===== src/rtl/spi_mem_arbiter.sv =====
// spi_mem_arbiter
//   Shares the single-port SPI data memory between two requesters:
//   port 0 = SPI transaction FSM (priority), port 1 = FPGA-side host.
//   A starvation guard forces a port-1 grant after STARVE_MAX consecutive
//   port-0 grants made while port 1 was waiting.
//   Each access is IDLE -> ACCESS -> RESP, one cycle per state.
// Ports
//   clk, rst_n                     clock, async active-low reset
//   req*/we*/addr*/wdata*          requester inputs, held until ack*
//   ack*                           1-cycle completion pulse
//   rdata*                         read data, valid with ack*, held until next access
//   mem_addr/mem_din/mem_we        registered drive to the data memory
//   mem_dout                       combinational read data from the memory
//   busy, owner                    access in progress / port being served
module spi_mem_arbiter #(
  parameter int unsigned ADDR_WIDTH = 7,
  parameter int unsigned DATA_WIDTH = 8,
  parameter int unsigned STARVE_MAX = 4
) (
  input  logic                  clk,
  input  logic                  rst_n,
  input  logic                  req0,
  input  logic                  we0,
  input  logic [ADDR_WIDTH-1:0] addr0,
  input  logic [DATA_WIDTH-1:0] wdata0,
  output logic                  ack0,
  output logic [DATA_WIDTH-1:0] rdata0,
  input  logic                  req1,
  input  logic                  we1,
  input  logic [ADDR_WIDTH-1:0] addr1,
  input  logic [DATA_WIDTH-1:0] wdata1,
  output logic                  ack1,
  output logic [DATA_WIDTH-1:0] rdata1,
  output logic [ADDR_WIDTH-1:0] mem_addr,
  output logic [DATA_WIDTH-1:0] mem_din,
  output logic                  mem_we,
  input  logic [DATA_WIDTH-1:0] mem_dout,
  output logic                  busy,
  output logic                  owner
);

  localparam int unsigned CNT_W = 4;
  localparam logic [CNT_W-1:0] STARVE_LIM = CNT_W'(STARVE_MAX);

  typedef enum logic [1:0] {
    S_IDLE   = 2'd0,
    S_ACCESS = 2'd1,
    S_RESP   = 2'd2
  } state_t;

  state_t                r_state,      w_state_nxt;
  logic [CNT_W-1:0]      r_starve_cnt, w_starve_nxt;
  logic                  r_owner,      w_owner_nxt;
  logic                  r_busy,       w_busy_nxt;
  logic                  r_ack0,       w_ack0_nxt;
  logic                  r_ack1,       w_ack1_nxt;
  logic [DATA_WIDTH-1:0] r_rdata0,     w_rdata0_nxt;
  logic [DATA_WIDTH-1:0] r_rdata1,     w_rdata1_nxt;
  logic                  r_mem_we,     w_mem_we_nxt;
  logic [ADDR_WIDTH-1:0] r_mem_addr,   w_mem_addr_nxt;
  logic [DATA_WIDTH-1:0] r_mem_din,    w_mem_din_nxt;
  logic                  w_pick1;

  // State and output registers; reset drops mem_we at once, aborting any write.
  always_ff @(posedge clk or negedge rst_n) begin
    if (!rst_n) begin
      r_state      <= S_IDLE;
      r_starve_cnt <= '0;
      r_owner      <= 1'b0;
      r_busy       <= 1'b0;
      r_ack0       <= 1'b0;
      r_ack1       <= 1'b0;
      r_rdata0     <= '0;
      r_rdata1     <= '0;
      r_mem_we     <= 1'b0;
      r_mem_addr   <= '0;
      r_mem_din    <= '0;
    end else begin
      r_state      <= w_state_nxt;
      r_starve_cnt <= w_starve_nxt;
      r_owner      <= w_owner_nxt;
      r_busy       <= w_busy_nxt;
      r_ack0       <= w_ack0_nxt;
      r_ack1       <= w_ack1_nxt;
      r_rdata0     <= w_rdata0_nxt;
      r_rdata1     <= w_rdata1_nxt;
      r_mem_we     <= w_mem_we_nxt;
      r_mem_addr   <= w_mem_addr_nxt;
      r_mem_din    <= w_mem_din_nxt;
    end
  end

  // Next-state and next-output logic.
  // The mem_addr/mem_din/mem_we registers double as the latched request:
  // they are loaded with the winner's fields on the IDLE->ACCESS edge.
  always_comb begin
    w_state_nxt    = r_state;
    w_starve_nxt   = r_starve_cnt;
    w_owner_nxt    = r_owner;
    w_busy_nxt     = r_busy;
    w_ack0_nxt     = 1'b0;
    w_ack1_nxt     = 1'b0;
    w_rdata0_nxt   = r_rdata0;
    w_rdata1_nxt   = r_rdata1;
    w_mem_we_nxt   = 1'b0;
    w_mem_addr_nxt = r_mem_addr;
    w_mem_din_nxt  = r_mem_din;
    w_pick1        = req1 && (!req0 || (r_starve_cnt == STARVE_LIM));

    case (r_state)
      S_IDLE: begin
        if (req0 || req1) begin
          w_state_nxt = S_ACCESS;
          w_busy_nxt  = 1'b1;
          w_owner_nxt = w_pick1;
          if (w_pick1) begin
            w_mem_we_nxt   = we1;
            w_mem_addr_nxt = addr1;
            w_mem_din_nxt  = wdata1;
            w_starve_nxt   = '0;
          end else begin
            w_mem_we_nxt   = we0;
            w_mem_addr_nxt = addr0;
            w_mem_din_nxt  = wdata0;
            // Count only grants that made port 1 wait; saturate at the limit.
            if (!req1) begin
              w_starve_nxt = '0;
            end else if (r_starve_cnt < STARVE_LIM) begin
              w_starve_nxt = r_starve_cnt + CNT_W'(1);
            end
          end
        end
      end
      S_ACCESS: begin
        w_state_nxt = S_RESP;
        // r_mem_we is the latched write flag; reads capture into the owner only.
        if (!r_mem_we) begin
          if (r_owner) w_rdata1_nxt = mem_dout;
          else         w_rdata0_nxt = mem_dout;
        end
        if (r_owner) w_ack1_nxt = 1'b1;
        else         w_ack0_nxt = 1'b1;
      end
      S_RESP: begin
        w_state_nxt = S_IDLE;
        w_busy_nxt  = 1'b0;
      end
      default: begin
        w_state_nxt = S_IDLE;
        w_busy_nxt  = 1'b0;
      end
    endcase
  end

  assign ack0     = r_ack0;
  assign ack1     = r_ack1;
  assign rdata0   = r_rdata0;
  assign rdata1   = r_rdata1;
  assign mem_we   = r_mem_we;
  assign mem_addr = r_mem_addr;
  assign mem_din  = r_mem_din;
  assign busy     = r_busy;
  assign owner    = r_owner;

endmodule


===== config.mk =====
export PLATFORM = sky130hd
export DESIGN_NAME = spi_mem_arbiter
export DESIGN_NICKNAME = d
export VERILOG_FILES = /design/src/rtl/spi_mem_arbiter.sv
export SDC_FILE = /design/constraint.sdc
export NUM_CORES = 1
export LEC_CHECK = 0
export CAP_MARGIN = 20
export CELL_PAD_IN_SITES_DETAIL_PLACEMENT = 0
export CELL_PAD_IN_SITES_GLOBAL_PLACEMENT = 1
export CORE_UTILIZATION = 28
export CTS_CLUSTER_DIAMETER = 30
export DETAILED_ROUTE_END_ITERATION = 7
export GPL_TIMING_DRIVEN = 0
export PLACE_DENSITY = 0.81
export RECOVER_POWER = 25
export SLEW_MARGIN = 20
export SYNTH_ARGS = -nofsm -noshare
export SYNTH_HDL_FRONTEND = slang
export SYNTH_SLANG_ARGS = --single-unit

===== constraint.sdc =====
create_clock -name clk -period 1.55 [get_ports clk]
set_input_delay 0.155 -clock clk [delete_from_list [all_inputs] [get_ports clk]]
set_output_delay 0.155 -clock clk [all_outputs]
set_load 0.01 [all_outputs]

==> run_results.csv <==
group,metric,value,unit
global_routing,track_usage,0.145,
global_routing,grt_max_degree,32,
critical_path,r2r_start,"r_starve_cnt[0]$_DFFE_PN0P_",
yosys,synth_top_area_frac,0.581,
run_status,run_status,"finished, final reports clean",
yosys,synth_simple_gate_area_share,0.111,
yosys,ys_ff_latch,42,
floorplan,ios,80,
floorplan,dieArea,0.00678,sq mm
critical_path,start_kind,"flop",
layout,utilization,0.490,
yosys,syn_avg_cell_area,11.4,sq um
pwr,combPwrFrac,0.492,
detailed_routing,wl_per_cell,13.4,microns
detailed_routing,drt_iter0_markers,41,
floorplan,rows,28,
detailed_routing,dr_wl_met2,2050,microns
yosys,synth_area,0.00181,sq mm
detailed_routing,wl_met1,2040,microns
detailed_routing,routed_via_density,4.42,
timing,tightest_slew,0.795,ns
cts,cts_tree,"built",
yosys,synth.most_common_cell,"dfrtp_1",
yosys,synth_fa_ha_area_frac,0.0138,
yosys,syn_inst,159,
global_routing,grt_overflow,0,
yosys,syn-num-nets,205,
global_routing,antenna_found_initial,0,
layout,diodes,0,
critical_path,ff2ff_path_depth,7,
cts,clkTransAtPathRegs,0.08,ns
cts,h-tree-depth,2,
placed_design,globalplace.congestion,0.734,
pwr,power.switching,1.75,mW
cts,cts.path.max_buffers,2,
critical_path,path_class,"flop to flop",
critical_path,crit_arrival,1.70,ns
yosys,synthXorXnorAreaFrac,0,
cts,clk_latency,0.29,ns
yosys,synth.distinct_cells,25,
critical_path,critPathMostFrequentCell,"a21oi_1",
critical_path,critPathMaxFanout,7,
detailed_routing,top_layer,"met4",
critical_path,crit_slowest_cell,"dfrtp_1",
detailed_routing,dr.pass1.iters,4,
timing,worst_slack,0.0337,ns
floorplan,die_y,82.4,microns
critical_path,crit_buf_inv,2,
timing,rsz0062_at_grt,"true",
critical_path,reg2reg_to,"mem_addr[4]$_DFFE_PN0P_",
floorplan,start_util,0.298,
detailed_routing,ant_nets,0,
yosys,yosysTopAreaCell,"dfrtp_1",
timing,finalClockSkew,0.00895,ns
layout,layout-drive-gt1-share,0.238,
yosys,synth-async-reset-ratio,1.00,
yosys,synthTopCellsByArea,"dfrtp_1, a21oi_1, mux2_4",
detailed_routing,route.detailed.drc,0,
detailed_routing,wl,4450,microns
yosys,synth_edf_count,0,
layout,stdcell_count,331,
timing,hold_viol,0,
critical_path,critPathCapture,"mem_addr[4]$_DFFE_PN0P_",
critical_path,cp_cell_sequence,"inv_1 -> ha_2 -> and3b_2 -> o21a_4 -> buf_6 -> a21oi_1 -> a21oi_1",
yosys,ys_top_cells_by_count,"dfrtp_1, a21oi_1, nand2_1",
timing,min_period_over_period,0.978,
timing,setup_viol,0,
timing,max_slew_margin,0.470,
detailed_routing,wl_met3,323,microns
critical_path,critPathTopFamily,"compound AO/OA/AOI/OAI gates",
pwr,p_per_area,1840,mW/mm^2
yosys,ys_seq_area_frac,0.581,
global_routing,grt_pass1_vias,1523,
min_path,min_path_type,"input pin to flop",
timing,max_freq,0.660,GHz
global_routing,grt_pass1_wl,7200,microns
critical_path,end_kind,"flop",
critical_path,max_stage_delay,0.36,ns
placed_design,pre_cts_slack,-0.179,ns
critical_path,cp.depth,7,
placed_design,portBuffers,79,
timing,final_max_slew_viol_count,0,
yosys,ys.flop_type,"dfrtp_1",
pwr,pwr-share-clk,0.161,
layout,syn_to_final_growth,64.4,%
yosys,synth_top_family_by_area,"compound AO/OA/AOI/OAI gates",
layout,final_net_count,302,
pwr,p_sw_frac,0.322,
yosys,synth_compound_area_frac,0.132,
cts,cts_sinks,42,
layout,fillers,572,
floorplan,core-area,0.00606,sq mm
timing,tns,0,ns
timing,layout_min_cycle_time,1.52,ns
flow_run,cap_violations,0,
floorplan,fp.dieW,82.4,microns
critical_path,cp_data_required_time,1.73,ns
critical_path,timing.reg2reg.setup_slack,0.03,ns
pwr,power.leakage,1.28,nW
placed_design,dp_hpwl,3080,microns
placed_design,dp_cells,314,
critical_path,cp-startpoint,"r_starve_cnt[0]$_DFFE_PN0P_",
pwr,ir_drop,0.823,mV
pwr,pwr-share-seq,0.348,
min_path,min-delay-start,"addr0[1]",
pwr,intPower,3.70,mW
detailed_routing,vias,1462,
yosys,yosys_warnings,0,
cts,cts_root_buf,"clkbuf_8",
cts,numCtsBuffers,5,
yosys,synth_mux_area_frac,0.122,
[logic make-up after synthesis]
family / count (synthesis)
AOI/OAI and AO/OA: 42
adders and majority gates: 2
buffers and inverters: 13
DFF: 42
muxes: 17
and+or+nand+nor: 43
[layout by cell type (no fill, tap or decap), drive strengths merged, types with 2 or more instances in the layout]
cell type	n
a22o	2
nand2	19
clkbuf	9
inv	6
buf	14
mux2	17
clkdlybuf4s50	78
nor2	18
o21ai	6
a21oi	32
ha	2
dfrtp	42
[how the worst min path moves through the flow]
stage	to	slack (ns)	cells after the start
after floorplan	ack0$_DFF_PN0_	-0.14	0
after CTS	mem_din[3]$_DFFE_PN0P_	0.30	2
after global routing	mem_din[6]$_DFFE_PN0P_	0.41	3
after global placement	busy$_DFFE_PN0P_	0.48	1
final	mem_addr[1]$_DFFE_PN0P_	0.39	3
after detailed placement	rdata1[5]$_DFFE_PN0P_	0.08	1
[area by class of cell]
class | instances | area (sq um) | share of cell area
Tap cell | 75 | 93.8 | 0.0316
Clock buffer | 6 | 82.6 | 0.0278
Clock inverter | 1 | 30.0 | 0.0101
Multi-Input combinational cell | 104 | 739 | 0.249
Inverter | 7 | 30.0 | 0.0101
Timing Repair Buffer | 90 | 890 | 0.299
Buffer | 6 | 53.8 | 0.0181
Sequential cell | 42 | 1050 | 0.354
[stage by stage]
step / area (sq um) / power [mW] / hold slack, ns
3_5_place_dp: 2710 / 4.44 / 0.0778
2_1_floorplan: 1810 / 3.13 / -0.141
3_3_place_gp: 2690 / 4.39 / 0.482
6_report: 2970 / 5.45 / 0.394
5_1_grt: 2970 / 5.82 / 0.411
4_1_cts: 2900 / 5.40 / 0.301
[sequential cells by signal, summed over array words and instances (netlist names)]
register / flops
ack0: 1
ack1: 1
busy: 1
mem_addr: 7
mem_din: 8
mem_we: 1
owner: 1
r_starve_cnt: 4
r_state: 2
rdata0: 8
rdata1: 8
[metal layers]
metal  global-route usage  up-vias
met3               0.0429        4
met4               0.0579        0
li1                     -      727
met2                0.218       56
met1                0.194      675
met5                    0        -
[power by group through the flow]
stage / combinational, mW / clock [mW] / sequential, mW
after floorplan: 1.02 / 0 / 2.11
after global placement: 2.49 / 0 / 1.90
after detailed placement: 2.52 / 0 / 1.91
after CTS: 2.60 / 0.905 / 1.90
after global routing: 2.92 / 0.940 / 1.96
final: 2.68 / 0.877 / 1.90
[worst register-to-register path, cell delays in order (launching register included)]
cell     delay, ns
dfrtp_1       0.36
inv_1         0.05
ha_2          0.18
and3b_2       0.22
o21a_4        0.24
buf_6         0.15
a21oi_1       0.14
a21oi_1       0.08
[what timing repair did]
action	in CTS	in global routing
cloned	1	0
setup endpoints to repair	19	14
resized for setup	6	16
endpoints found under the hold margin	11	0
setup buffers	6	2
hold buffers	1	0
pin swaps	3	10
Note: power is estimated with default switching activity, not from simulation.
